File: src/rtl/mem_ctrl_pkg.sv
// Shared definitions for the MEM-stage access controller: FSM state
// encodings and default datapath/counter widths.
package mem_ctrl_pkg;

  localparam int MC_WORD_WIDTH = 32;
  localparam int MC_CNT_WIDTH  = 32;

  typedef enum logic [1:0] {
    MC_IDLE      = 2'b00,
    MC_MISS_WAIT = 2'b01,
    MC_RETRY     = 2'b10
  } mc_state_e;

endpackage

File: src/rtl/mem_access_stats.sv
// Saturating hit/miss counters for the MEM-stage access controller.
// Only instantiated when MEM_CTRL_STATS_EN is defined.
module mem_access_stats
  import mem_ctrl_pkg::*;
#(
  parameter int CNT_WIDTH = MC_CNT_WIDTH
) (
  input  logic                 clk,
  input  logic                 reset,
  input  logic                 hit_evt,
  input  logic                 miss_evt,
  output logic [CNT_WIDTH-1:0] hit_count,
  output logic [CNT_WIDTH-1:0] miss_count
);

  localparam logic [CNT_WIDTH-1:0] CNT_MAX = '1;
  localparam logic [CNT_WIDTH-1:0] CNT_ONE = CNT_WIDTH'(1);

  logic [CNT_WIDTH-1:0] hit_q, hit_d;
  logic [CNT_WIDTH-1:0] miss_q, miss_d;

  // Next counts: increment on an event, hold once all-ones is reached
  always_comb begin
    hit_d  = hit_q;
    miss_d = miss_q;
    if (hit_evt && (hit_q != CNT_MAX)) hit_d = hit_q + CNT_ONE;
    if (miss_evt && (miss_q != CNT_MAX)) miss_d = miss_q + CNT_ONE;
  end

  // Counter registers, cleared by reset
  always_ff @(posedge clk) begin
    if (reset) begin
      hit_q  <= '0;
      miss_q <= '0;
    end else begin
      hit_q  <= hit_d;
      miss_q <= miss_d;
    end
  end

  assign hit_count  = hit_q;
  assign miss_count = miss_q;

endmodule

File: src/rtl/mem_access_ctrl.sv
// MEM-stage access controller: turns load/store control into the data
// cache request handshake, latches the request on a miss and stalls the
// pipeline until the cache reports a hit.
// Optional feature macro: MEM_CTRL_STATS_EN adds hit/miss counters and the
// hit_count/miss_count ports.
module mem_access_ctrl
  import mem_ctrl_pkg::*;
#(
  parameter int WORD_WIDTH = MC_WORD_WIDTH,
  parameter int CNT_WIDTH  = MC_CNT_WIDTH
) (
  input  logic                  clk,
  input  logic                  reset,
  input  logic                  mem_read,
  input  logic                  mem_write,
  input  logic [WORD_WIDTH-1:0] addr,
  input  logic [WORD_WIDTH-1:0] din,
  output logic [WORD_WIDTH-1:0] dout,
  output logic                  mem_stall,
  output logic                  cache_input_valid,
  output logic                  cache_mem_rw,
  output logic [WORD_WIDTH-1:0] cache_addr,
  output logic [WORD_WIDTH-1:0] cache_din,
  input  logic                  cache_is_ready,
  input  logic                  cache_is_hit,
  input  logic [WORD_WIDTH-1:0] cache_dout
`ifdef MEM_CTRL_STATS_EN
  ,
  output logic [CNT_WIDTH-1:0]  hit_count,
  output logic [CNT_WIDTH-1:0]  miss_count
`endif
);

  mc_state_e             state_q, state_d;
  logic                  req_rw_q;
  logic [WORD_WIDTH-1:0] req_addr_q;
  logic [WORD_WIDTH-1:0] req_din_q;
  logic                  latch_req;
  logic                  req;
  logic                  cache_ok;

  assign req      = mem_read | mem_write;
  assign cache_ok = cache_is_ready & cache_is_hit;

  // Request mux, stall/data outputs and next state; reset masks the handshake
  always_comb begin
    state_d           = state_q;
    latch_req         = 1'b0;
    mem_stall         = 1'b0;
    dout              = '0;
    cache_input_valid = 1'b0;
    cache_mem_rw      = 1'b0;
    cache_addr        = '0;
    cache_din         = '0;
    unique case (state_q)
      MC_IDLE: begin
        cache_input_valid = req;
        cache_mem_rw      = mem_write;
        cache_addr        = addr;
        cache_din         = din;
        if (req) begin
          if (cache_ok) begin
            if (mem_read) dout = cache_dout;
          end else begin
            mem_stall = 1'b1;
            latch_req = 1'b1;
            state_d   = MC_MISS_WAIT;
          end
        end
      end
      MC_MISS_WAIT: begin
        cache_input_valid = 1'b1;
        cache_mem_rw      = req_rw_q;
        cache_addr        = req_addr_q;
        cache_din         = req_din_q;
        mem_stall         = 1'b1;
        if (cache_is_ready) state_d = MC_RETRY;
      end
      MC_RETRY: begin
        cache_input_valid = 1'b1;
        cache_mem_rw      = req_rw_q;
        cache_addr        = req_addr_q;
        cache_din         = req_din_q;
        if (cache_ok) begin
          if (!req_rw_q) dout = cache_dout;
          state_d = MC_IDLE;
        end else begin
          mem_stall = 1'b1;
          state_d   = MC_MISS_WAIT;
        end
      end
      default: state_d = MC_IDLE;
    endcase
    if (reset) begin
      mem_stall         = 1'b0;
      cache_input_valid = 1'b0;
      dout              = '0;
      latch_req         = 1'b0;
      state_d           = MC_IDLE;
    end
  end

  // State and latched-request registers
  always_ff @(posedge clk) begin
    if (reset) begin
      state_q    <= MC_IDLE;
      req_rw_q   <= 1'b0;
      req_addr_q <= '0;
      req_din_q  <= '0;
    end else begin
      state_q <= state_d;
      if (latch_req) begin
        req_rw_q   <= mem_write;
        req_addr_q <= addr;
        req_din_q  <= din;
      end
    end
  end

`ifdef MEM_CTRL_STATS_EN
  logic hit_evt;
  logic miss_evt;

  // A hit counts only when completed straight from IDLE; a miss counts once
  // on entry to MISS_WAIT from IDLE, never on the retry loop
  assign hit_evt  = !reset && (state_q == MC_IDLE) && req && cache_ok;
  assign miss_evt = !reset && (state_q == MC_IDLE) && req && !cache_ok;

  mem_access_stats #(
    .CNT_WIDTH (CNT_WIDTH)
  ) u_stats (
    .clk        (clk),
    .reset      (reset),
    .hit_evt    (hit_evt),
    .miss_evt   (miss_evt),
    .hit_count  (hit_count),
    .miss_count (miss_count)
  );
`endif

endmodule
File: config.mk
export PLATFORM = sky130hd
export DESIGN_NAME = mem_access_ctrl
export DESIGN_NICKNAME = d
export VERILOG_FILES = /design/src/rtl/mem_ctrl_pkg.sv /design/src/rtl/mem_access_stats.sv /design/src/rtl/mem_access_ctrl.sv
export SDC_FILE = /design/constraint.sdc
export NUM_CORES = 1
export LEC_CHECK = 0
export BUFFER_PORTS_ARGS = -buffer_cell sky130_fd_sc_hd__buf_2
export CELL_PAD_IN_SITES_DETAIL_PLACEMENT = 2
export CELL_PAD_IN_SITES_GLOBAL_PLACEMENT = 2
export CORE_UTILIZATION = 25
export DETAILED_ROUTE_END_ITERATION = 7
export PLACE_DENSITY = 0.95
export SYNTH_ARGS = -nofsm -noshare
export SYNTH_HDL_FRONTEND = slang
export SYNTH_SLANG_ARGS = --single-unit
File: constraint.sdc
create_clock -name clk -period 3 [get_ports clk]
set_clock_uncertainty 0.15 [all_clocks]
set_input_delay 0.15 -clock clk [delete_from_list [all_inputs] [get_ports clk]]
set_output_delay 0.15 -clock clk [all_outputs]
set_load 0.1 [all_outputs]
==> results.cfg, run 1 <==
[global_routing]
first_global_vias = 5603
antenna_found_initial = 2
grt_usage = 0.2541
grt_pass1_wl_um = 31370
grt_overflow_total = 0
grt_max_degree = 67

[critical_path]
crit_type = register to output pin
crit_path_end_kind = output pin
critical_path_arrival_ns = 2.57
startpoint_type = register
rrSetupSlack_ns = 0.37
crit_required_ns = 2.70
regToRegStartpoint = state_q[0]
crit_fanout = 66
reg2reg_depth = 6
timing.rr.end = req_addr_q[25]

[cells_and_area]
multiInputGateArea_sq_um = 2161
fin_nets = 849
area_delta_synth_final_pct = 66.68
final-instance-count-excl-fill = 933
drive_gt1_frac = 0.3159
register_area_sq_um = 1341
stdcell_area_sq_um = 6315
nFillCells = 1643

[logic_synthesis]
synth-seq-cells = 67
synth_top_cell_by_area = dfxtp_1
syn_nets = 622
synth_top_area_frac = 0.3540
synth_area_sq_um = 3789
syn_inst = 516
post_synth_num_cell_types = 31
ys_top_cells_by_area = dfxtp_1 (35%), a22oi_1 (13%), a21oi_1 (8.7%)
ys_seq_area_frac = 0.3540
avgSynthCellArea_sq_um = 7.342
synth_warnings = 0

[placement]
dp_slack_ns = 0.4830
placed_cell_area_sq_um = 5375
gp_congestion = 0.7836
dp.cells = 851
port_buffers = 200
dp_hpwl_um = 12030

[timing]
fin_ws_ns = 0.1276
finalSetupViolations = 0
rsz0062_at_grt = false
fin_crit_sh = 0.9575
max_freq_mhz = 348.1
relSlewSlack = 0.2968
period_minus_slack_ns = 2.872
finalHoldViolCount = 0
final_max_slew_viol_count = 0
worst_pin_slew_ns = 1.055
setup-tns-final_ns = 0

[die]
die_h_um = 125.1
io_pins = 201
start_util = 0.2587
rows = 44
core_area_sq_um = 14640
die_x_um = 125.1
die_area_sq_um = 15650

[clocking]
post_cts_buffers = 0
cts_buffer_depth = 2
h-tree-depth = 3
ctsResizeCount = 0
cts_tree = done
insertion_delay_ns = 0.33
numCtsBuffers = 9
cts.sinks = 67
clk_pin_slew_ns = 0.06
cts_root_buf = clkbuf_16

[route]
final_antenna_net_count = 0
vias = 5053
drc = 43
wl_per_cell_um = 21.37
wl_um = 19940
drtIter0Drc = 287
vias_per_cell = 5.416
firstDrtPassIters = 7

[hold_path]
min_from = cache_is_ready
hold_end = state_q[1]
min_path_cells = 3
hold_class = primary input to register

[status]
outcome = complete, but fails checks
violations = DRC

[power_and_ir_drop]
p_per_area_nw_per_um2 = 1246
finalPower_mw = 7.867
peakVddDrop_mv = 0.6852
power.leakage_nw = 2.731

[run]
drv_cap = 0
[cell type report]
class	instances	share of cell area
Timing Repair Buffer	277	0.3602
Multi-Input combinational cell	383	0.3422
Sequential cell	67	0.2124
Tap cell	184	0.03646
Clock buffer	10	0.03626
Clock inverter	5	0.008718
Inverter	5	0.002972
Antenna cell	2	0.0007925
[worst max-delay path, stage by stage (launching register included)]
cell and delay (ns):
dfxtp_1 0.40, inv_1 0.11, ha_4 0.74, a22oi_1 0.20, nor2_1 0.22, buf_2 0.47
[sequential cells by signal, summed over array words and instances, names as in the netlist]
signal and count:
req_addr_q 32, req_din_q 32, req_rw_q 1, state_q 2
[routing by layer]
layer  up-vias  wire (um)  global-route usage
met5         -          0                   0
met4         0        354             0.07819
met3        31        947             0.05563
met2       176      10760              0.4841
met1      2548       7879              0.2782
li1       2298          -                   -
[synthesized netlist by cell type, drive strengths merged]
| library cell | number |
|---|---|
| buf | 29 |
| o21a | 1 |
| nand2 | 3 |
| mux2i | 1 |
| o22ai | 1 |
| a21boi | 2 |
| a211oi | 3 |
| a2bb2oi | 1 |
| a21oi | 66 |
| or2 | 1 |
| nor3 | 2 |
| o21ai | 67 |
| a22oi | 65 |
| clkbuf | 32 |
| nand2b | 2 |
| inv | 5 |
| nand3 | 64 |
| nor2 | 67 |
| ha | 4 |
| and2 | 32 |
| a21bo | 1 |
| dfxtp | 67 |
[cell usage in the layout (no fill, tap or decap), drive strengths merged, types with 3 or more instances in the layout]
cell	synthesis	routed
o21ai	67	67
ha	4	4
dlygate4sd3	0	65
nor2	67	67
a21oi	66	66
a211oi	3	3
buf	29	212
and2	32	32
a22oi	65	65
nand2	3	3
dfxtp	67	67
nand3	64	64
clkbuf	32	10
inv	5	5
[how the worst max path moves through the flow]
stage                     from        endpoint  slack (ns)  cells after the start
floorplan           state_q[0]   cache_addr[0]        0.17                      6
global placement    state_q[0]  cache_addr[31]        0.68                      5
detailed placement  state_q[0]  req_addr_q[25]        0.48                      6
CTS                 state_q[0]   cache_din[18]        0.20                      5
global route        state_q[0]   cache_din[10]        0.05                      5
finish              state_q[0]  cache_addr[17]        0.13                      5
[per-stage QoR]
stage	hold WS [ns]	util
after floorplan	0.1405	-
after global placement	0.2662	0.3671
after detailed placement	0.2789	0.3671
after CTS	0.06694	0.4309
after global routing	0.08884	0.4312
final	0.07362	0.4312
[kinds of logic after synthesis]
kind of cell / Yosys count / share of synthesized area
AOI/OAI and AO/OA: 207 / 0.3289
adders and majority gates: 4 / 0.01321
buffers and inverters: 66 / 0.08553
DFF: 67 / 0.3540
muxes: 1 / 0.002642
and+or+nand+nor: 171 / 0.2157
[where the power goes]
| group | internal, mW | switching, mW | leakage [nW] | total [mW] |
|---|---|---|---|---|
| Clock | 0.636 | 0.406 | 0.134 | 1.04 |
| Combinational | 1.04 | 4.61 | 2.05 | 5.66 |
| Sequential | 1.06 | 0.107 | 0.551 | 1.17 |
| Total | 2.74 | 5.13 | 2.73 | 7.87 |
[what timing repair did]
action / 4_1_cts / 5_1_grt
setup endpoints to repair: 0 / 0
hold buffers: 65 / 0
hold endpoints to repair: 65 / 0
Power figures use the tool's default switching activity.
==> run 2, diff against run 1 <==
- CELL_PAD_IN_SITES_DETAIL_PLACEMENT: 2 -> 1
- CELL_PAD_IN_SITES_GLOBAL_PLACEMENT: 2 -> 1
- CORE_UTILIZATION: 25 -> 34
- CTS_BUF_LIST: default -> sky130_fd_sc_hd__clkbuf_8
- HOLD_SLACK_MARGIN: default -> 0.06
==> run 2 against run 1 <==
  * The run now ends clean
  * Clock power down 16%
  * First-iteration DRC count up 15%
  * Wire length down 3.1%
  * Via count up 3.7%
  * Sequential share of layout area up 0.26 points
  * Utilization up 14 points
  * Non-clock buffer count up 7
  * Cell area down 1.2%
  * Worst hold slack worse by 0.0044 ns
==> results.cfg, run 2 (synthesis gave the netlist of run 1 again) <==
[status]
outcome = completed

[cells_and_area]
area_delta_synth_final_pct = 64.63
reg_top3 = req_addr_q x32, req_din_q x32, state_q x2
fin_nets = 856
nFillCells = 1298
register_area_sq_um = 1341
final-instance-count-excl-fill = 897
multiInputGateArea_sq_um = 2161
final_common_cell = buf_2
layout_common_cells = buf_2 (166), dlygate4sd3_1 (67), dfxtp_1 (67), nor2_1 (66), a21oi_1 (66)
drive_gt1_frac = 0.3232
stdcell_area_sq_um = 6237

[clocking]
insertion_delay_ns = 0.34
numCtsBuffers = 9
h-tree-depth = 3
clk_pin_slew_ns = 0.08
cts.sinks = 67
cts_root_buf = clkbuf_8
cts_buffer_depth = 2
cts_tree = done

[run]
drv_cap = 0

[critical_path]
slowest_delay_ns = 0.77
critical_path_arrival_ns = 2.49
critPathSlowestCell = ha_4
crit_fanout = 66
crit_path_start = state_q[1]
crit_required_ns = 2.70
startpoint_type = register
regToRegStartpoint = state_q[1]
crit_type = register to output pin
path_cells = inv_1 > ha_4 > a22oi_1 > nor2_1 > buf_2
crit_path_end_kind = output pin

[timing]
hold_ws_ns = 0.06923
rsz0062_at_grt = false
max_freq_mhz = 358.0
finalHoldViolCount = 0
finalSetupViolations = 0
fin_crit_sh = 0.9312
period_minus_slack_ns = 2.794
setup-tns-final_ns = 0
final_max_slew_viol_count = 0
worst_pin_slew_ns = 0.7446
relSlewSlack = 0.5036

[power_and_ir_drop]
p_per_area_nw_per_um2 = 1230
peakVddDrop_mv = 0.6835
finalPower_mw = 7.675
power.leakage_nw = 2.729

[route]
drtIter0Drc = 329
drc = 0
wl_per_cell_um = 21.53
firstDrtPassIters = 5
vias = 5240
wl_um = 19310
final_antenna_net_count = 0
vias_per_cell = 5.842

[placement]
dp_hpwl_um = 11260
port_buffers = 200
placed_cell_area_sq_um = 5295
gp_congestion = 0.8072
dp.cells = 807

[die]
die_x_um = 107.6
start_util = 0.3495
io_pins = 201
rows = 38
die_h_um = 107.6
core_area_sq_um = 10840
die_area_sq_um = 11570

[global_routing]
grt_overflow_total = 0
grt_usage = 0.3251
grt_pass1_wl_um = 28970
grt_max_degree = 67
antenna_found_initial = 2
first_global_vias = 5362

[hold_path]
hold_class = primary input to register
min_from = reset
run 2: cell types whose count changed in the layout (fill, tap and decap cells not counted), moves of 2 or more:
cell and change:
dlygate4sd3_1 +2, clkbuf_8 +10, clkbuf_16 -9, buf_12 -2
buf_4 +7
run 2: through the flow:
stage               worst slack, ns  utilization
floorplan                    0.1709            -
global placement             0.7084       0.4885
detailed placement           0.5925       0.4885
CTS                          0.1647       0.5712
global route                0.08614       0.5754
finish                       0.2065       0.5754
run 2: cell type report:
type                       count  area share
timing repair buffer         284      0.3703
multi-input combinational    383      0.3464
sequential                    67      0.2150
tap                          140     0.02808
clock buffer                  10     0.02207
clock inverter                 6     0.01424
inverter                       5    0.003009
antenna                        2   0.0008024
run 2: critical path, delay by kind of cell (launching register included):
kind                       cells  cell delay, ns
DFF                            1            0.37
and+or+nand+nor                1            0.23
AOI/OAI and AO/OA              1            0.16
buffers and inverters          2            0.59
adders and majority gates      1            0.77
run 2: what timing repair did:
item | in CTS | in global routing
endpoints found under the setup margin | 0 | 2
buffers inserted | 0 | 5
hold buffers | 67 | 0
hold endpoints to repair | 66 | 0
resized for setup | 0 | 1
run 2: final timing paths:
path / slack, ns / cells past startpoint / to
worst max-delay path: 0.21 / 5 / cache_din[4]
worst min-delay path: 0.07 / 2 / req_din_q[21]
worst max register to register: 0.32 / 7 / req_din_q[30]
worst min register to register: 0.33 / 2 / req_din_q[29]
run 2: power breakdown:
group	switching (mW)	total, mW	internal (mW)
registers	0.107	1.17	1.06
clock network	0.381	0.872	0.491
logic	4.57	5.64	1.06
run 2: layer usage:
metal,GRT usage,vias to the layer above,share of wire
met4,0.2123,0,0.063
met3,0.07385,91,0.071
met1,0.3499,2550,0.36
li1,-,2306,-
met5,0,-,0
met2,0.5687,293,0.50
==> run 3, diff against run 2 <==
- ABC_AREA: default -> 1
- CORE_UTILIZATION: 34 -> 32
==> run 3 against run 2 <==
  * Synthesized area is 1.8% lower
  * Critical path depth rose by 3
  * Sequential power rose by 4%
  * Wire length decreased by 5.5%
  * Sequential cell count unchanged
  * Utilization is 3.6 points lower
  * Cell area fell by 1.6%
  * Critical path type unchanged
==> results.cfg, run 3 <==
[logic_synthesis]
post_synth_num_cell_types = 19
async_flop_share = 0
syn_nets = 720
avgSynthCellArea_sq_um = 6.060
ys_seq_area_frac = 0.3605
ys_top_cells_by_count = nand2_1 (224), nor2_1 (109), a21oi_1 (96), dfxtp_1 (67), o21ai_0 (37)
synth_warnings = 0
synth_enable_flop_cells = 0
synth_area_sq_um = 3721
synth-seq-cells = 67
synth_top_cell_by_area = dfxtp_1
ys.flop_type = dfxtp_1
ys_top_cells_by_area = dfxtp_1 (36%), nand2_1 (23%), a21oi_1 (13%)
syn_inst = 614
synth_top_area_frac = 0.3605
yosysMostFrequentCell = nand2_1

[die]
die_h_um = 109.8
rows = 39
die_area_sq_um = 12060
die_x_um = 109.8
io_pins = 201
start_util = 0.3273
core_area_sq_um = 11370

[cells_and_area]
final-instance-count-excl-fill = 1009
layout_common_cells = nand2_1 (224), buf_2 (167), nor2_1 (109), a21oi_1 (96), dfxtp_1 (67)
reg_top3 = req_addr_q x32, req_din_q x32, state_q x2
nFillCells = 1504
final_util = 0.5398
stdcell_area_sq_um = 6137
final_common_cell = nand2_1
fin_nets = 961
area_delta_synth_final_pct = 64.93
drive_gt1_frac = 0.2744

[critical_path]
startpoint_type = register
cp_num_buf_inv = 4
slowest_delay_ns = 0.48
crit_fanout = 32
crit_type = register to output pin
crit_required_ns = 2.70
crit_family = buffers and inverters
critical_path_arrival_ns = 2.60
reg2reg_depth = 7
regToRegStartpoint = state_q[1]
crit_path_end_kind = output pin
critPathSlowestCell = ha_2
path_cells = inv_1 > ha_2 > inv_2 > a21oi_2 > buf_4 > nand2_1 > nor2_1 > buf_12
timing.rr.end = req_addr_q[18]
rrSetupSlack_ns = 0.42

[route]
wl_um = 18240
final_antenna_net_count = 0
drc = 0
firstDrtPassIters = 4
vias = 5169
wl_per_cell_um = 18.08
drtIter0Drc = 246
vias_per_cell = 5.123

[timing]
finalHoldViolCount = 0
final_max_slew_viol_count = 0
rsz0062_at_grt = false
worst_pin_slew_ns = 0.7377
finalSetupViolations = 0
fin_crit_sh = 0.9660
relSlewSlack = 0.5070
setup-tns-final_ns = 0
period_minus_slack_ns = 2.898
max_freq_mhz = 345.1
fin_ws_ns = 0.1020

[global_routing]
gr-usage-met3 = 0.08714
first_global_vias = 5424
grt_usage = 0.3006
use_met2 = 0.5357
grt_max_degree = 43
grt_overflow_total = 0
grt_pass1_wl_um = 27530
top_usage_layer = met2
antenna_found_initial = 6
use_met1 = 0.3025

[power_and_ir_drop]
p_sw_mw = 5.319
power.share.clock = 0.101
pwr-share-seq = 0.155
peakVddDrop_mv = 1.011
power.leakage_nw = 2.855
combPwrFrac = 0.744
power_switching_share = 0.6747
p_int_mw = 2.565
p_per_area_nw_per_um2 = 1285

[clocking]
cts_buffer_depth = 2
ctsHoldBuffers = 65
clk_pin_slew_ns = 0.08
insertion_delay_ns = 0.34
cts.sinks = 67
h-tree-depth = 3
numCtsBuffers = 9
post_cts_buffers = 0
cts_tree = done
cts_root_buf = clkbuf_8
ctsResizeCount = 0

[placement]
dp_slack_ns = 0.6373
dp_hpwl_um = 10420
dp.cells = 922
port_buffers = 200
gp_congestion = 0.7345
placed_cell_area_sq_um = 5265

[status]
outcome = completed

[hold_path]
min_from = cache_is_hit
hold_class = primary input to register
hold_end = state_q[1]
min_path_cells = 4

[run]
drv_cap = 0
## run 3: changes by cell type after synthesis, moves of 11 or more
cell,change
and2_1,-32
a22oi_1,-65
nand2_1,+222
nor2_1,+43
nand3_1,-56
clkbuf_1,-16
buf_2,+11
a21oi_1,+30
buf_4,-11
o21ai_0,-25
## run 3: per-layer routing
layer | wire, um | vias up | part of all wire
met5 | 0 | - | 0
met4 | 1030 | 0 | 0.056
met3 | 1276 | 76 | 0.070
met2 | 9305 | 211 | 0.51
met1 | 6631 | 2450 | 0.36
li1 | - | 2432 | -
## run 3: how the worst max path moves through the flow
stage | from | end | slack (ns) | cells past startpoint
2_1_floorplan | state_q[0] | cache_addr[21] | 0.001 | 6
3_5_place_dp | state_q[0] | req_din_q[31] | 0.64 | 7
6_report | state_q[1] | dout[25] | 0.10 | 8
3_3_place_gp | state_q[0] | req_addr_q[18] | 0.73 | 7
5_1_grt | state_q[0] | dout[25] | 0.02 | 8
4_1_cts | state_q[0] | dout[9] | 0.28 | 8
## run 3: power groups by stage
stage / clock [mW] / combinational, mW / sequential [mW]
CTS: 0.806 / 5.79 / 1.21
detailed placement: 0 / 5.71 / 1.23
floorplan: 0 / 4.75 / 1.19
finish: 0.795 / 5.87 / 1.22
global route: 0.854 / 6.14 / 1.24
global placement: 0 / 5.63 / 1.21
## run 3: cells by family (layout without fill, tap and decap cells)
logic type,count (synthesis),after routing,synth area share
DFF,67,67,0.3605
adders and majority gates,4,4,0.01345
other,0,6,0
buffers and inverters,60,306,0.08339
AOI/OAI and AO/OA,136,136,0.1846
and+or+nand+nor,347,347,0.3581
## run 3: stage by stage
step	power, mW	hold WS, ns
3_3_place_gp	6.847	0.2381
3_5_place_dp	6.939	0.2521
4_1_cts	7.809	0.06944
5_1_grt	8.240	0.1218
6_report	7.884	0.08474
2_1_floorplan	5.943	0.1349
## run 3: layout make-up
type,instances,area (sq um),share of cell area
Timing Repair Buffer,278,2270,0.3698
Inverter,12,45.04,0.007339
Sequential cell,67,1341,0.2186
Antenna cell,6,15.01,0.002446
Multi-Input combinational cell,487,2081,0.3390
Clock buffer,12,165.2,0.02691
Clock inverter,4,41.29,0.006728
Tap cell,143,178.9,0.02915
## run 3: worst min-delay path, cell delays in order
cell and delay [ns]:
buf_2 0.10, nand3_1 0.09, nand3b_1 0.12, a21oi_1 0.07
